**src/rtl/jtag_pkg.sv**
```systemverilog
// Shared types and constants for the JTAG debug transport module.
package jtag_pkg;

    // IEEE 1149.1 TAP controller states
    typedef enum logic [3:0] {
        TAP_TLR,
        TAP_RTI,
        TAP_SEL_DR,
        TAP_CAP_DR,
        TAP_SH_DR,
        TAP_EX1_DR,
        TAP_PAUSE_DR,
        TAP_EX2_DR,
        TAP_UPD_DR,
        TAP_SEL_IR,
        TAP_CAP_IR,
        TAP_SH_IR,
        TAP_EX1_IR,
        TAP_PAUSE_IR,
        TAP_EX2_IR,
        TAP_UPD_IR
    } tap_state_e;

    // Instruction codes; anything else selects BYPASS
    localparam logic [4:0] IR_IDCODE  = 5'h01;
    localparam logic [4:0] IR_DTMCS   = 5'h10;
    localparam logic [4:0] IR_DMI     = 5'h11;
    localparam logic [4:0] IR_CAPTURE = 5'b00001;

    // DMI op field on update, and status reported back on capture
    localparam logic [1:0] DMI_OP_NOP   = 2'd0;
    localparam logic [1:0] DMI_OP_READ  = 2'd1;
    localparam logic [1:0] DMI_OP_WRITE = 2'd2;
    localparam logic [1:0] DMI_OP_BUSY  = 2'd3;
    localparam logic [1:0] DMI_RESP_OK     = 2'd0;
    localparam logic [1:0] DMI_RESP_FAILED = 2'd2;

    // DTMCS bit positions
    localparam int DTMCS_DMIRESET     = 16;
    localparam int DTMCS_DMIHARDRESET = 17;

    // DTMCS read-back word: idle field = 1, version field = 1
    function automatic logic [31:0] dtmcs_word(input logic [1:0] stat, input logic [5:0] abits);
        return {14'b0, 1'b0, 1'b0, 1'b0, 3'd1, stat, abits, 4'd1};
    endfunction

endpackage

```
**src/rtl/jtag_tap_fsm.sv**
```systemverilog
// TAP controller: 16-state machine stepped by synchronized TCK rising edges.
// The phase strobes are plain "currently in state X" flags; the caller
// qualifies them with the TCK rising edge.
module jtag_tap_fsm
    import jtag_pkg::*;
(
    input  logic       clk,
    input  logic       reset,
    input  logic       trst_i,
    input  logic       step_i,
    input  logic       tms_i,
    output tap_state_e state_o,
    output logic       capture_ir_o,
    output logic       shift_ir_o,
    output logic       update_ir_o,
    output logic       capture_dr_o,
    output logic       shift_dr_o,
    output logic       update_dr_o
);

    tap_state_e state_q, state_d;

    // State register; TRST pins the controller in Test-Logic-Reset
    always_ff @(posedge clk) begin
        if (!reset || trst_i) state_q <= TAP_TLR;
        else                  state_q <= state_d;
    end

    // Next-state on each TCK rise, plus phase flags decoded from the current state
    always_comb begin
        state_d      = state_q;
        capture_ir_o = 1'b0;
        shift_ir_o   = 1'b0;
        update_ir_o  = 1'b0;
        capture_dr_o = 1'b0;
        shift_dr_o   = 1'b0;
        update_dr_o  = 1'b0;
        if (step_i) begin
            case (state_q)
                TAP_TLR:      state_d = tms_i ? TAP_TLR    : TAP_RTI;
                TAP_RTI:      state_d = tms_i ? TAP_SEL_DR : TAP_RTI;
                TAP_SEL_DR:   state_d = tms_i ? TAP_SEL_IR : TAP_CAP_DR;
                TAP_CAP_DR:   state_d = tms_i ? TAP_EX1_DR : TAP_SH_DR;
                TAP_SH_DR:    state_d = tms_i ? TAP_EX1_DR : TAP_SH_DR;
                TAP_EX1_DR:   state_d = tms_i ? TAP_UPD_DR : TAP_PAUSE_DR;
                TAP_PAUSE_DR: state_d = tms_i ? TAP_EX2_DR : TAP_PAUSE_DR;
                TAP_EX2_DR:   state_d = tms_i ? TAP_UPD_DR : TAP_SH_DR;
                TAP_UPD_DR:   state_d = tms_i ? TAP_SEL_DR : TAP_RTI;
                TAP_SEL_IR:   state_d = tms_i ? TAP_TLR    : TAP_CAP_IR;
                TAP_CAP_IR:   state_d = tms_i ? TAP_EX1_IR : TAP_SH_IR;
                TAP_SH_IR:    state_d = tms_i ? TAP_EX1_IR : TAP_SH_IR;
                TAP_EX1_IR:   state_d = tms_i ? TAP_UPD_IR : TAP_PAUSE_IR;
                TAP_PAUSE_IR: state_d = tms_i ? TAP_EX2_IR : TAP_PAUSE_IR;
                TAP_EX2_IR:   state_d = tms_i ? TAP_UPD_IR : TAP_SH_IR;
                TAP_UPD_IR:   state_d = tms_i ? TAP_SEL_DR : TAP_RTI;
                default:      state_d = TAP_TLR;
            endcase
        end
        capture_ir_o = (state_q == TAP_CAP_IR);
        shift_ir_o   = (state_q == TAP_SH_IR);
        update_ir_o  = (state_q == TAP_UPD_IR);
        capture_dr_o = (state_q == TAP_CAP_DR);
        shift_dr_o   = (state_q == TAP_SH_DR);
        update_dr_o  = (state_q == TAP_UPD_DR);
    end

    assign state_o = state_q;

endmodule

```
**src/rtl/jtag_dtm_responder.sv**
```systemverilog
// Target-side JTAG DTM: oversampled pins, TAP, IR/DR registers and DMI request/response handshake.
module jtag_dtm_responder
    import jtag_pkg::*;
#(
    parameter int          ABITS  = 7,
    parameter logic [31:0] IDCODE = 32'h00000001,
    parameter int          SYNC   = 2
) (
    input  logic             clk,
    input  logic             reset,
    input  logic             jtag_TCK,
    input  logic             jtag_TMS,
    input  logic             jtag_TDI,
    input  logic             jtag_TRST,
    output logic             jtag_TDO,
    output logic             jtag_TDO_en,
    output logic             dmi_req_valid,
    input  logic             dmi_req_ready,
    output logic [ABITS-1:0] dmi_req_addr,
    output logic [31:0]      dmi_req_data,
    output logic [1:0]       dmi_req_op,
    input  logic             dmi_resp_valid,
    output logic             dmi_resp_ready,
    input  logic [31:0]      dmi_resp_data,
    input  logic [1:0]       dmi_resp_resp,
    output logic             dmi_hard_reset
);

    localparam int DRW = ABITS + 34;

    logic [SYNC-1:0]  tck_sync_q, tms_sync_q, tdi_sync_q, trst_sync_q;
    logic             tck_prev_q;
    logic             tck_s, tms_s, tdi_s, trst_s, tck_rise, tck_fall;
    tap_state_e       tap_state;
    logic             cap_ir, sh_ir, upd_ir, cap_dr, sh_dr, upd_dr;
    logic [4:0]       ir_q, ir_shift_q;
    logic [DRW-1:0]   dr_q;
    logic             busy_q, sticky_q, req_valid_q, hard_reset_q, tdo_q, tdo_en_q;
    logic [ABITS-1:0] req_addr_q, last_addr_q;
    logic [31:0]      req_data_q, last_rdata_q;
    logic [1:0]       req_op_q, last_resp_q;

    // Pin synchronizers and TCK edge history
    always_ff @(posedge clk) begin
        if (!reset) begin
            tck_sync_q  <= '0;
            tms_sync_q  <= '0;
            tdi_sync_q  <= '0;
            trst_sync_q <= '0;
            tck_prev_q  <= 1'b0;
        end else begin
            tck_sync_q  <= (tck_sync_q << 1)  | SYNC'(jtag_TCK);
            tms_sync_q  <= (tms_sync_q << 1)  | SYNC'(jtag_TMS);
            tdi_sync_q  <= (tdi_sync_q << 1)  | SYNC'(jtag_TDI);
            trst_sync_q <= (trst_sync_q << 1) | SYNC'(jtag_TRST);
            tck_prev_q  <= tck_s;
        end
    end

    assign tck_s    = tck_sync_q[SYNC-1];
    assign tms_s    = tms_sync_q[SYNC-1];
    assign tdi_s    = tdi_sync_q[SYNC-1];
    assign trst_s   = trst_sync_q[SYNC-1];
    assign tck_rise = tck_s & ~tck_prev_q;
    assign tck_fall = ~tck_s & tck_prev_q;

    jtag_tap_fsm u_tap (
        .clk          (clk),
        .reset        (reset),
        .trst_i       (trst_s),
        .step_i       (tck_rise),
        .tms_i        (tms_s),
        .state_o      (tap_state),
        .capture_ir_o (cap_ir),
        .shift_ir_o   (sh_ir),
        .update_ir_o  (upd_ir),
        .capture_dr_o (cap_dr),
        .shift_dr_o   (sh_dr),
        .update_dr_o  (upd_dr)
    );

    // A response completing in the same clk as Capture-DR must be visible to that capture,
    // so the captured status is built from the post-handshake view of busy/rdata/resp.
    logic             resp_fire, busy_now, upd_dmi, upd_dtmcs;
    logic [31:0]      rdata_now;
    logic [1:0]       resp_now, stat_now, dr_op;
    logic [31:0]      dr_data;
    logic [ABITS-1:0] dr_addr;

    assign dmi_resp_ready = busy_q & ~req_valid_q;
    assign resp_fire      = dmi_resp_ready & dmi_resp_valid;
    assign rdata_now      = resp_fire ? dmi_resp_data : last_rdata_q;
    assign resp_now       = resp_fire ? dmi_resp_resp : last_resp_q;
    assign busy_now       = busy_q & ~resp_fire;
    assign stat_now       = (busy_now | sticky_q) ? DMI_OP_BUSY : resp_now;
    assign upd_dmi        = tck_rise & upd_dr & (ir_q == IR_DMI);
    assign upd_dtmcs      = tck_rise & upd_dr & (ir_q == IR_DTMCS);
    assign dr_op          = dr_q[1:0];
    assign dr_data        = dr_q[33:2];
    assign dr_addr        = dr_q[DRW-1:34];

    // Instruction register: capture/shift/update, forced to IDCODE in Test-Logic-Reset
    always_ff @(posedge clk) begin
        if (!reset) begin
            ir_q       <= IR_IDCODE;
            ir_shift_q <= '0;
        end else if (trst_s || tap_state == TAP_TLR) begin
            ir_q <= IR_IDCODE;
        end else if (tck_rise) begin
            if (cap_ir)      ir_shift_q <= IR_CAPTURE;
            else if (sh_ir)  ir_shift_q <= {tdi_s, ir_shift_q[4:1]};
            else if (upd_ir) ir_q       <= ir_shift_q;
        end
    end

    // Data register: capture per instruction, shift TDI into the MSB of the selected length
    always_ff @(posedge clk) begin
        if (!reset) begin
            dr_q <= '0;
        end else if (tck_rise && cap_dr) begin
            case (ir_q)
                IR_IDCODE: dr_q <= DRW'(IDCODE);
                IR_DTMCS:  dr_q <= DRW'(dtmcs_word(stat_now, 6'(ABITS)));
                IR_DMI:    dr_q <= {last_addr_q, rdata_now, stat_now};
                default:   dr_q <= '0;
            endcase
        end else if (tck_rise && sh_dr) begin
            case (ir_q)
                IR_IDCODE, IR_DTMCS: dr_q[31:0] <= {tdi_s, dr_q[31:1]};
                IR_DMI:              dr_q       <= {tdi_s, dr_q[DRW-1:1]};
                default:             dr_q[0]    <= tdi_s;
            endcase
        end
    end

    // DMI request/response bookkeeping, sticky error and DTMCS reset controls
    always_ff @(posedge clk) begin
        if (!reset) begin
            busy_q       <= 1'b0;
            sticky_q     <= 1'b0;
            req_valid_q  <= 1'b0;
            req_addr_q   <= '0;
            req_data_q   <= '0;
            req_op_q     <= '0;
            last_addr_q  <= '0;
            last_rdata_q <= '0;
            last_resp_q  <= DMI_RESP_OK;
            hard_reset_q <= 1'b0;
        end else begin
            hard_reset_q <= 1'b0;
            if (req_valid_q && dmi_req_ready) req_valid_q <= 1'b0;
            if (resp_fire) begin
                last_rdata_q <= dmi_resp_data;
                last_resp_q  <= dmi_resp_resp;
                busy_q       <= 1'b0;
            end
            if (upd_dmi) begin
                if (busy_q) begin
                    sticky_q <= 1'b1;
                end else if (!sticky_q && (dr_op == DMI_OP_READ || dr_op == DMI_OP_WRITE)) begin
                    req_addr_q  <= dr_addr;
                    req_data_q  <= dr_data;
                    req_op_q    <= dr_op;
                    last_addr_q <= dr_addr;
                    req_valid_q <= 1'b1;
                    busy_q      <= 1'b1;
                end
            end
            if (upd_dtmcs) begin
                if (dr_q[DTMCS_DMIRESET]) sticky_q <= 1'b0;
                if (dr_q[DTMCS_DMIHARDRESET]) begin
                    sticky_q     <= 1'b0;
                    busy_q       <= 1'b0;
                    req_valid_q  <= 1'b0;
                    hard_reset_q <= 1'b1;
                end
            end
        end
    end

    // TDO and its enable change on TCK falling edges only
    always_ff @(posedge clk) begin
        if (!reset) begin
            tdo_q    <= 1'b0;
            tdo_en_q <= 1'b0;
        end else if (tck_fall) begin
            tdo_en_q <= sh_ir | sh_dr;
            tdo_q    <= sh_ir ? ir_shift_q[0] : (sh_dr ? dr_q[0] : 1'b0);
        end
    end

    assign jtag_TDO       = tdo_q;
    assign jtag_TDO_en    = tdo_en_q;
    assign dmi_req_valid  = req_valid_q;
    assign dmi_req_addr   = req_addr_q;
    assign dmi_req_data   = req_data_q;
    assign dmi_req_op     = req_op_q;
    assign dmi_hard_reset = hard_reset_q;

endmodule

```
**config.mk**
```make
export PLATFORM = sky130hd
export DESIGN_NAME = jtag_dtm_responder
export DESIGN_NICKNAME = d
export VERILOG_FILES = /design/src/rtl/jtag_pkg.sv /design/src/rtl/jtag_tap_fsm.sv /design/src/rtl/jtag_dtm_responder.sv
export SDC_FILE = /design/constraint.sdc
export NUM_CORES = 1
export LEC_CHECK = 0
export BUFFER_PORTS_ARGS = -buffer_cell sky130_fd_sc_hd__buf_4
export CAP_MARGIN = 10
export CORE_MARGIN = 2
export CORE_UTILIZATION = 40
export DETAILED_ROUTE_END_ITERATION = 16
export PLACE_DENSITY = 0.68
export SYNTH_ARGS = -nofsm -noshare
export SYNTH_HDL_FRONTEND = slang
export SYNTH_SLANG_ARGS = --single-unit
```
**constraint.sdc**
```tcl
create_clock -name clk -period 3.35 [get_ports clk]
set_input_delay 0.1675 -clock clk [delete_from_list [all_inputs] [get_ports clk]]
set_output_delay 0.1675 -clock clk [all_outputs]
set_load 0.02 [all_outputs]
```
==> results.json, run 1 <==
{
  "outcome": "finished clean",
  "cts_buffers": 17,
  "clock-sinks": 145,
  "crit_required_ns": 3.66,
  "synth_top_area_share_pct": 46.4,
  "synth.ff_latch_count": 145,
  "port_buffers": 87,
  "grt_pass1_vias": 5023,
  "chipWidth_um": 129,
  "num-nets-final": 770,
  "hold_viol": 0,
  "rsz0062_at_grt": "false",
  "area_delta_synth_final_pct": 22.4,
  "fmaxAchievable_mhz": 381,
  "synth_top_family_by_area": "compound AO/OA/AOI/OAI gates",
  "overflow": 0,
  "tightest_slew_ns": 1.20,
  "p_per_area_nw_per_um2": 499,
  "peakVddDrop_v": 0.000381,
  "drv_cap": 0,
  "synthCells": 662,
  "synthAdderAreaFrac_pct": 0,
  "synth_simple_gate_area_share_pct": 14.9,
  "hold_path_class": "input port to register",
  "post-route-min-period_ns": 2.63,
  "cts_tree": "done",
  "synth_edf_count": 0,
  "wire_per_inst_um": 16.2,
  "core_area_um2": 15300,
  "drcViolationCount": 0,
  "synth_flop_cell": "dfxtp_1",
  "cts-htree-levels": 4,
  "total_leakage_power_nw": 3.19,
  "ys_top_cells_by_area": "dfxtp_1, mux2i_1, nand2_1",
  "critical_path_class": "register to register",
  "fin_area_um2": 7660,
  "ios": 88,
  "dr.first_iter.drc_count": 581,
  "reg2reg_slack_ns": 0.72,
  "cp_max_fo": 29,
  "routed_wl_um": 15400,
  "instances_no_fill": 950,
  "insertedDiodeCount": 0,
  "synth_async_sr_flop_share_pct": 0,
  "ys_warn_count": 0,
  "setup_slack_ns": 0.722,
  "grt_pass1_wl_um": 24400,
  "post_dp_cell_area_um2": 6990,
  "dieArea_um2": 16700,
  "pre_cts_ws_ns": 0.762,
  "via_per_inst": 5.42,
  "drtPass1Iterations": 5,
  "post_cts_buffers": 0,
  "dp_hpwl_um": 10400,
  "synth-compound-area-share_pct": 21.3,
  "place_inst": 915,
  "dr_total_vias": 5152,
  "cts_max_path_buffers": 2,
  "netlist_area_um2": 6260,
  "synth_cell_types": 62,
  "drv_slew": 0,
  "layout_common_cells": "dfxtp_1, buf_4, nand2_1, mux2i_1, nor2_1",
  "insertion_delay_ns": 0.42,
  "antenna_found_initial": 0,
  "cp.arrival_ns": 2.94,
  "slew_headroom_pct": 20.0,
  "synth_top_area_cell": "dfxtp_1",
  "syn_avg_cell_area_um2": 9.46,
  "setup-tns-final_ns": 0,
  "track_usage_pct": 18.5,
  "synth_nets": 704,
  "synth_mux_area_share_pct": 11.9,
  "finalSetupViolCount": 0,
  "die_h_um": 129,
  "place_congestion": 0.826,
  "crit_path_end_kind": "register",
  "layout_commonest_cell": "dfxtp_1",
  "grt_max_degree": 68,
  "path_clk_slew_ns": 0.06,
  "power.total_w": 0.00383,
  "synth-xor-area-share_pct": 0.420,
  "critPathLaunchType": "register",
  "rows": 45,
  "start_util_pct": 41.0,
  "fin_skew_ns": 0.00584,
  "layout-drive-gt1-share_pct": 21.0,
  "seq_area_frac_synth_pct": 46.4,
  "root_buffer": "clkbuf_16",
  "ant_nets": 0,
  "period_share_pct": 78.4
}
-- power breakdown --
group | leakage [nW] | switching, W | internal (W)
Clock | 0.302 | 0.000706 | 0.00127
Combinational | 1.72 | 0.0000579 | 0.0000482
Sequential | 1.17 | 0.00000741 | 0.00173
-- sequential cells by signal, summed over array words and instances, names as in the netlist, 4 cells and up --
register       flops
ir_shift_q         5
dr_q              41
ir_q               5
last_addr_q        7
u_tap.state_o      4
dmi_req_data      32
last_rdata_q      32
-- cells by family (layout without fill, tap and decap cells) --
kind of cell	count (synthesis)	in the layout
compound gates	176	176
xor+xnor	3	3
buf+inv	67	144
flops	145	145
mux	74	74
simple gates	197	197
-- timing repair --
item / CTS / global route
gates resized for setup: 0 / 0
hold buffers: 5 / 0
hold endpoints to repair: 5 / 0
-- area by class of cell --
type | count | area [um^2]
fillers | 1436 | 7600
multi-input cells | 450 | 3040
flip-flops and latches | 145 | 2900
repair buffers | 105 | 801
clock buffers | 20 | 457
well taps | 211 | 264
clock inverters | 10 | 160
inverters | 9 | 33.8
-- cells in the mapped netlist (3+ instances only) --
| cell type | count |
|---|---|
| buf_2 | 10 |
| o2111ai_1 | 25 |
| buf_4 | 4 |
| dfxtp_1 | 145 |
| nor2b_1 | 3 |
| o221a_2 | 3 |
| o211a_1 | 24 |
| o2bb2ai_1 | 4 |
| nor2_1 | 49 |
| o221a_1 | 3 |
| nand3_1 | 6 |
| mux2i_1 | 73 |
| and2_1 | 12 |
| nand4_1 | 4 |
| a211oi_1 | 7 |
| xnor2_1 | 3 |
| buf_6 | 6 |
| inv_1 | 8 |
| a31oi_1 | 4 |
| clkbuf_1 | 37 |
| a211oi_2 | 8 |
| a22oi_1 | 8 |
| nor3_1 | 5 |
| nor3b_1 | 3 |
| a21oi_1 | 26 |
| a211o_1 | 3 |
| nand2_1 | 94 |
| o21ai_0 | 40 |
-- routing by layer --
layer | vias to the layer above | global-route usage (%) | wire (um)
met5 | - | 0 | 0
met4 | 0 | 6.84 | 243
met3 | 23 | 4.71 | 519
met2 | 113 | 31.2 | 7690
met1 | 2488 | 22.9 | 6920
li1 | 2528 | - | -
-- stage by stage --
| stage | util, % | hold slack [ns] |
|---|---|---|
| after floorplan | - | 0.295 |
| after global placement | 45.8 | 0.377 |
| after global routing | 50.2 | 0.0144 |
| after CTS | 50.2 | 0.00305 |
| final | 50.2 | 0.0169 |
| after detailed placement | 45.8 | 0.379 |
-- path summary, 6_finish.rpt --
path                    end  cells past startpoint        startpoint
max                 dr_q[5]                      5  u_tap.state_o[2]
min          last_resp_q[1]                      3  dmi_resp_resp[1]
max reg2reg         dr_q[5]                      5  u_tap.state_o[2]
min reg2reg   tdi_sync_q[1]                      1     tdi_sync_q[0]
-- worst max-delay path, stage by stage, from the launching register on --
cell,delay [ns]
dfxtp_1,0.68
or3b_1,0.46
a211oi_4,0.47
buf_4,0.42
nand3_2,0.16
o221a_2,0.31
(Power assumes the default switching activity.)
==> run 2, diff against run 1 <==
--- a/config.mk
+++ b/config.mk
@@ -10,7 +10,7 @@
 export CORE_MARGIN = 2
 export CORE_UTILIZATION = 40
 export DETAILED_ROUTE_END_ITERATION = 16
-export PLACE_DENSITY = 0.68
+export PLACE_DENSITY = 0.7
 export SYNTH_ARGS = -nofsm -noshare
 export SYNTH_HDL_FRONTEND = slang
 export SYNTH_SLANG_ARGS = --single-unit
==> constraint.sdc (replaced) <==
create_clock -name clk -period 2.4 [get_ports clk]
set_input_delay 0.12 -clock clk [delete_from_list [all_inputs] [get_ports clk]]
set_output_delay 0.12 -clock clk [all_outputs]
set_load 0.02 [all_outputs]
==> results.json, run 2 (synthesized netlist as in run 1, its figures left out) <==
{
  "wire_per_inst_um": 16.0,
  "fin_skew_ns": 0.00986,
  "die_h_um": 129,
  "root_buffer": "clkbuf_16",
  "holdPathStages": 3,
  "drv_slew": 0,
  "switching_power_w": 0.00114,
  "cts_tree": "done",
  "outcome": "finished clean",
  "pwr-share-comb_pct": 3.8,
  "largest_register_ffs": 41,
  "drtPass1Iterations": 5,
  "cts_buffers": 17,
  "area_delta_synth_final_pct": 28.0,
  "clock-sinks": 145,
  "finalSetupViolCount": 0,
  "worstPathCellList": "nor2b_1 > and4_1 > and3_2 > buf_4 > mux2i_1",
  "layout-drive-gt1-share_pct": 21.1,
  "fmaxAchievable_mhz": 483,
  "port_buffers": 87,
  "rows": 45,
  "insertedDiodeCount": 0,
  "track_usage_pct": 19.2,
  "routed_wl_um": 15800,
  "dieArea_um2": 16700,
  "crit_path_end_kind": "register",
  "worstHoldEndpoint": "last_rdata_q[2]",
  "dr.first_iter.drc_count": 467,
  "place_congestion": 0.836,
  "layout_common_cells": "dfxtp_1, buf_4, nand2_1, mux2i_1, nor2_1",
  "tightest_slew_ns": 0.580,
  "layout_commonest_cell": "dfxtp_1",
  "slew_headroom_pct": 61.0,
  "cp_slowest_stage_delay_ns": 0.45,
  "seqPwrFrac_pct": 46.7,
  "via_per_inst": 5.43,
  "worst-path-buf-inv": 1,
  "instances_no_fill": 988,
  "drcViolationCount": 0,
  "p_per_area_nw_per_um2": 647,
  "hold_viol": 0,
  "ios": 88,
  "chipWidth_um": 129,
  "critical_path_class": "register to register",
  "crit_required_ns": 2.75,
  "setup-tns-final_ns": 0,
  "critPathLaunchType": "register",
  "critPathSlowestCell": "nor2b_1",
  "start_util_pct": 41.0,
  "timing.rr.start": "tck_sync_q[1]",
  "antenna_found_initial": 0,
  "cts-htree-levels": 4,
  "post-route-min-period_ns": 2.07,
  "period_share_pct": 86.3,
  "rsz0062_at_grt": "false",
  "hold_path_class": "input port to register",
  "total_leakage_power_nw": 3.34,
  "ant_nets": 0,
  "dp_hpwl_um": 10300,
  "grt_max_degree": 124,
  "overflow": 0,
  "post_cts_buffers": 0,
  "cp.arrival_ns": 2.42,
  "insertion_delay_ns": 0.42,
  "core_area_um2": 15300,
  "swShare_pct": 21.9,
  "crit_family": "simple AND/OR/NAND/NOR gates",
  "fin_util_pct": 52.5,
  "peakVddDrop_v": 0.000471,
  "cts_max_path_buffers": 2,
  "dr_total_vias": 5363,
  "reg2reg_slack_ns": 0.33,
  "drv_cap": 0,
  "clockPowerShare_pct": 49.5,
  "holdCritStartpoint": "dmi_resp_data[2]",
  "num-nets-final": 806,
  "reg2reg_depth": 5,
  "grt_pass1_vias": 5113,
  "regMostFlops": "dr_q",
  "grt_pass1_wl_um": 25400,
  "path_clk_slew_ns": 0.06,
  "cp_max_fo": 16,
  "reg2reg_to": "dmi_req_data[9]",
  "place_inst": 924,
  "internal_power_w": 0.00405
}
run 2: how the worst max path moves through the flow:
stage | endpoint | from | depth (start not counted) | slack [ns]
floorplan | dr_q[11] | u_tap.state_o[0] | 5 | 0.65
global placement | dmi_req_data[0] | tck_sync_q[1] | 5 | 0.42
detailed placement | dmi_req_data[9] | tck_sync_q[1] | 5 | 0.31
CTS | dmi_req_data[9] | tck_sync_q[1] | 5 | 0.30
global route | dmi_req_data[4] | tck_sync_q[1] | 5 | 0.15
finish | dmi_req_data[9] | tck_sync_q[1] | 5 | 0.33
run 2: layout make-up:
cell class                      count  area (um^2)
Clock buffer                       20          437
Inverter                            9         33.8
Multi-Input combinational cell    450         3040
Tap cell                          211          264
Clock inverter                     12          134
Sequential cell                   145         2900
Fill cell                        1389         7240
Timing Repair Buffer              141         1200
run 2: stage by stage:
step                hold WS [ns]  power (W)  worst slack (ns)  area, um^2
floorplan                  0.247    0.00255             0.653        6260
detailed placement         0.332    0.00263             0.314        7120
finish                    0.0128    0.00519             0.328        8020
global route              0.0110    0.00535             0.150        8020
CTS                      0.00592    0.00522             0.305        8020
global placement           0.327    0.00263             0.416        7120
run 2: timing repair:
item | 4_1_cts | 5_1_grt
hold endpoints to repair | 32 | 0
resized for setup | 0 | 0
hold buffers | 32 | 0
run 2: metal layers:
layer	track usage, %	vias up	wire length (um)
li1	-	2602	-
met2	32.1	165	7740
met1	23.7	2571	6870
met5	0	-	0
met3	5.45	25	901
met4	7.10	0	323
run 2: power by group through the flow:
stage | Combinational, W | Sequential [W] | Clock [W]
final | 0.000196 | 0.00242 | 0.00257
after global routing | 0.000213 | 0.00242 | 0.00272
after CTS | 0.000197 | 0.00242 | 0.00260
after detailed placement | 0.000154 | 0.00248 | 0
after global placement | 0.000152 | 0.00247 | 0
after floorplan | 0.0000760 | 0.00247 | 0
run 2: worst reg2reg max path, delay by kind of cell, from the launching register on:
kind	cells	cell delay (ns)
flip-flops	1	0.36
AND/OR/NAND/NOR	3	1.10
multiplexers	1	0.24
buffers and inverters	1	0.30
==> run 3, diff against run 2 <==
==> constraint.sdc (replaced) <==
create_clock -name clk -period 2.4 [get_ports clk]
set_input_delay 0 -clock clk [delete_from_list [all_inputs] [get_ports clk]]
set_output_delay 0 -clock clk [all_outputs]
set_load 0.02 [all_outputs]
==> results.json, run 3 (synthesized netlist as in run 1, its figures left out) <==
{
  "drcViolationCount": 0,
  "start_util_pct": 41.0,
  "critical_path_class": "register to register",
  "drv_cap": 0,
  "drtPass1Iterations": 5,
  "worstHoldEndpoint": "last_rdata_q[30]",
  "place_congestion": 0.836,
  "num-nets-final": 813,
  "crit_path_end_kind": "register",
  "timing.rr.start": "tck_sync_q[1]",
  "worstPathCellList": "nor2b_1 > and4_1 > and3_2 > buf_4 > mux2i_1",
  "via_per_inst": 5.40,
  "crit_required_ns": 2.75,
  "cp_max_fo": 16,
  "track_usage_pct": 19.4,
  "chipWidth_um": 129,
  "hold_path_class": "input port to register",
  "largest_register_ffs": 41,
  "reg2reg_to": "dmi_req_data[9]",
  "cp_slowest_stage_delay_ns": 0.46,
  "drv_slew": 0,
  "reg2reg_slack_ns": 0.32,
  "slew_headroom_pct": 60.3,
  "grt_pass1_wl_um": 25500,
  "root_buffer": "clkbuf_16",
  "cts-htree-levels": 4,
  "holdPathStages": 3,
  "post-route-min-period_ns": 2.08,
  "instances_no_fill": 995,
  "critPathLaunchType": "register",
  "place_inst": 924,
  "regMostFlops": "dr_q",
  "dr_total_vias": 5377,
  "layout_commonest_cell": "dfxtp_1",
  "period_share_pct": 86.5,
  "rsz0062_at_grt": "false",
  "cts_tree": "done",
  "p_per_area_nw_per_um2": 642,
  "tightest_slew_ns": 0.591,
  "fin_skew_ns": 0.00713,
  "layout_common_cells": "dfxtp_1, buf_4, nand2_1, mux2i_1, nor2_1",
  "antenna_found_initial": 0,
  "area_delta_synth_final_pct": 29.1,
  "port_buffers": 87,
  "hold_ws_ns": 0.0423,
  "dp_hpwl_um": 10300,
  "finalSetupViolCount": 0,
  "cts_buffers": 17,
  "insertedDiodeCount": 0,
  "clock-sinks": 145,
  "cts.repair.resized": 0,
  "power.total_w": 0.00519,
  "outcome": "finished clean",
  "pre_cts_ws_ns": 0.314,
  "use_met2_pct": 32.2,
  "die_h_um": 129,
  "insertion_delay_ns": 0.42,
  "ios": 88,
  "reg2reg_depth": 5,
  "fmaxAchievable_mhz": 482,
  "peakVddDrop_v": 0.000473,
  "worst-path-buf-inv": 1,
  "grt_max_degree": 124,
  "total_leakage_power_nw": 3.37,
  "use_met1_pct": 23.7,
  "grt.busiest_layer": "met2",
  "wire_per_inst_um": 16.0,
  "dieArea_um2": 16700,
  "critPathSlowestCell": "nor2b_1",
  "holdCritStartpoint": "reset",
  "dr.first_iter.drc_count": 465,
  "grt_pass1_vias": 5139,
  "path_clk_slew_ns": 0.06,
  "setup-tns-final_ns": 0,
  "routed_wl_um": 15900,
  "layout-drive-gt1-share_pct": 20.9,
  "cts_max_path_buffers": 2,
  "setup_slack_ns": 0.324,
  "ant_nets": 0,
  "core_area_um2": 15300,
  "overflow": 0,
  "hold_viol": 0,
  "gr-usage-met3_pct": 5.74,
  "cp.arrival_ns": 2.42,
  "rows": 45,
  "crit_family": "simple AND/OR/NAND/NOR gates"
}
==> run 3: cell count changes in the layout (fill, tap and decap cells not counted), sizes merged <==
| cell | delta |
|---|---|
| dlygate4sd3 | +7 |
==> run 3: worst register-to-register path: stages (launching register included) <==
cell	delay (ns)
dfxtp_1	0.36
nor2b_1	0.46
and4_1	0.40
and3_2	0.26
buf_4	0.30
mux2i_1	0.24
==> run 3: layout make-up <==
type / count / area, um^2
Fill cell: 1373 / 7170
Inverter: 9 / 33.8
Clock inverter: 12 / 134
Tap cell: 211 / 264
Sequential cell: 145 / 2900
Multi-Input combinational cell: 450 / 3040
Clock buffer: 20 / 437
Timing Repair Buffer: 148 / 1270
==> run 3: through the flow <==
stage / utilization, % / cell area [um^2]
4_1_cts: 53.0 / 8090
2_1_floorplan: - / 6260
6_report: 53.0 / 8090
3_3_place_gp: 46.7 / 7120
5_1_grt: 53.0 / 8090
3_5_place_dp: 46.7 / 7120
==> run 3: power breakdown <==
part	internal, W	total (W)	switching (W)	leakage [nW]
Combinational	0.000109	0.000207	0.0000982	1.93
Clock	0.00153	0.00257	0.00103	0.275
Sequential	0.00242	0.00242	0.00000663	1.17
Total	0.00406	0.00519	0.00114	3.37
==> run 3: repair_timing <==
| action | in CTS | in global routing |
|---|---|---|
| buffers inserted | 0 | 0 |
| setup endpoints to repair | 0 | 0 |
| hold buffers | 39 | 0 |
| hold endpoints to repair | 39 | 0 |
==> run 3: how the worst max path moves through the flow <==
stage / start / end / slack (ns) / cells after the start
4_1_cts: tck_sync_q[1] / dmi_req_data[9] / 0.30 / 5
5_1_grt: tck_sync_q[1] / dmi_req_data[4] / 0.15 / 5
2_1_floorplan: u_tap.state_o[0] / dr_q[11] / 0.65 / 5
6_report: tck_sync_q[1] / dmi_req_data[9] / 0.32 / 5
3_5_place_dp: tck_sync_q[1] / dmi_req_data[9] / 0.31 / 5
3_3_place_gp: tck_sync_q[1] / dmi_req_data[0] / 0.42 / 5
==> run 3: metal layers <==
layer / share of wire [%] / wire (um) / vias to the layer above
met5: 0 / 0 / -
met1: 43 / 6850 / 2566
met3: 5.6 / 897 / 27
met4: 2.3 / 373 / 0
li1: - / - / 2617
met2: 49 / 7790 / 167
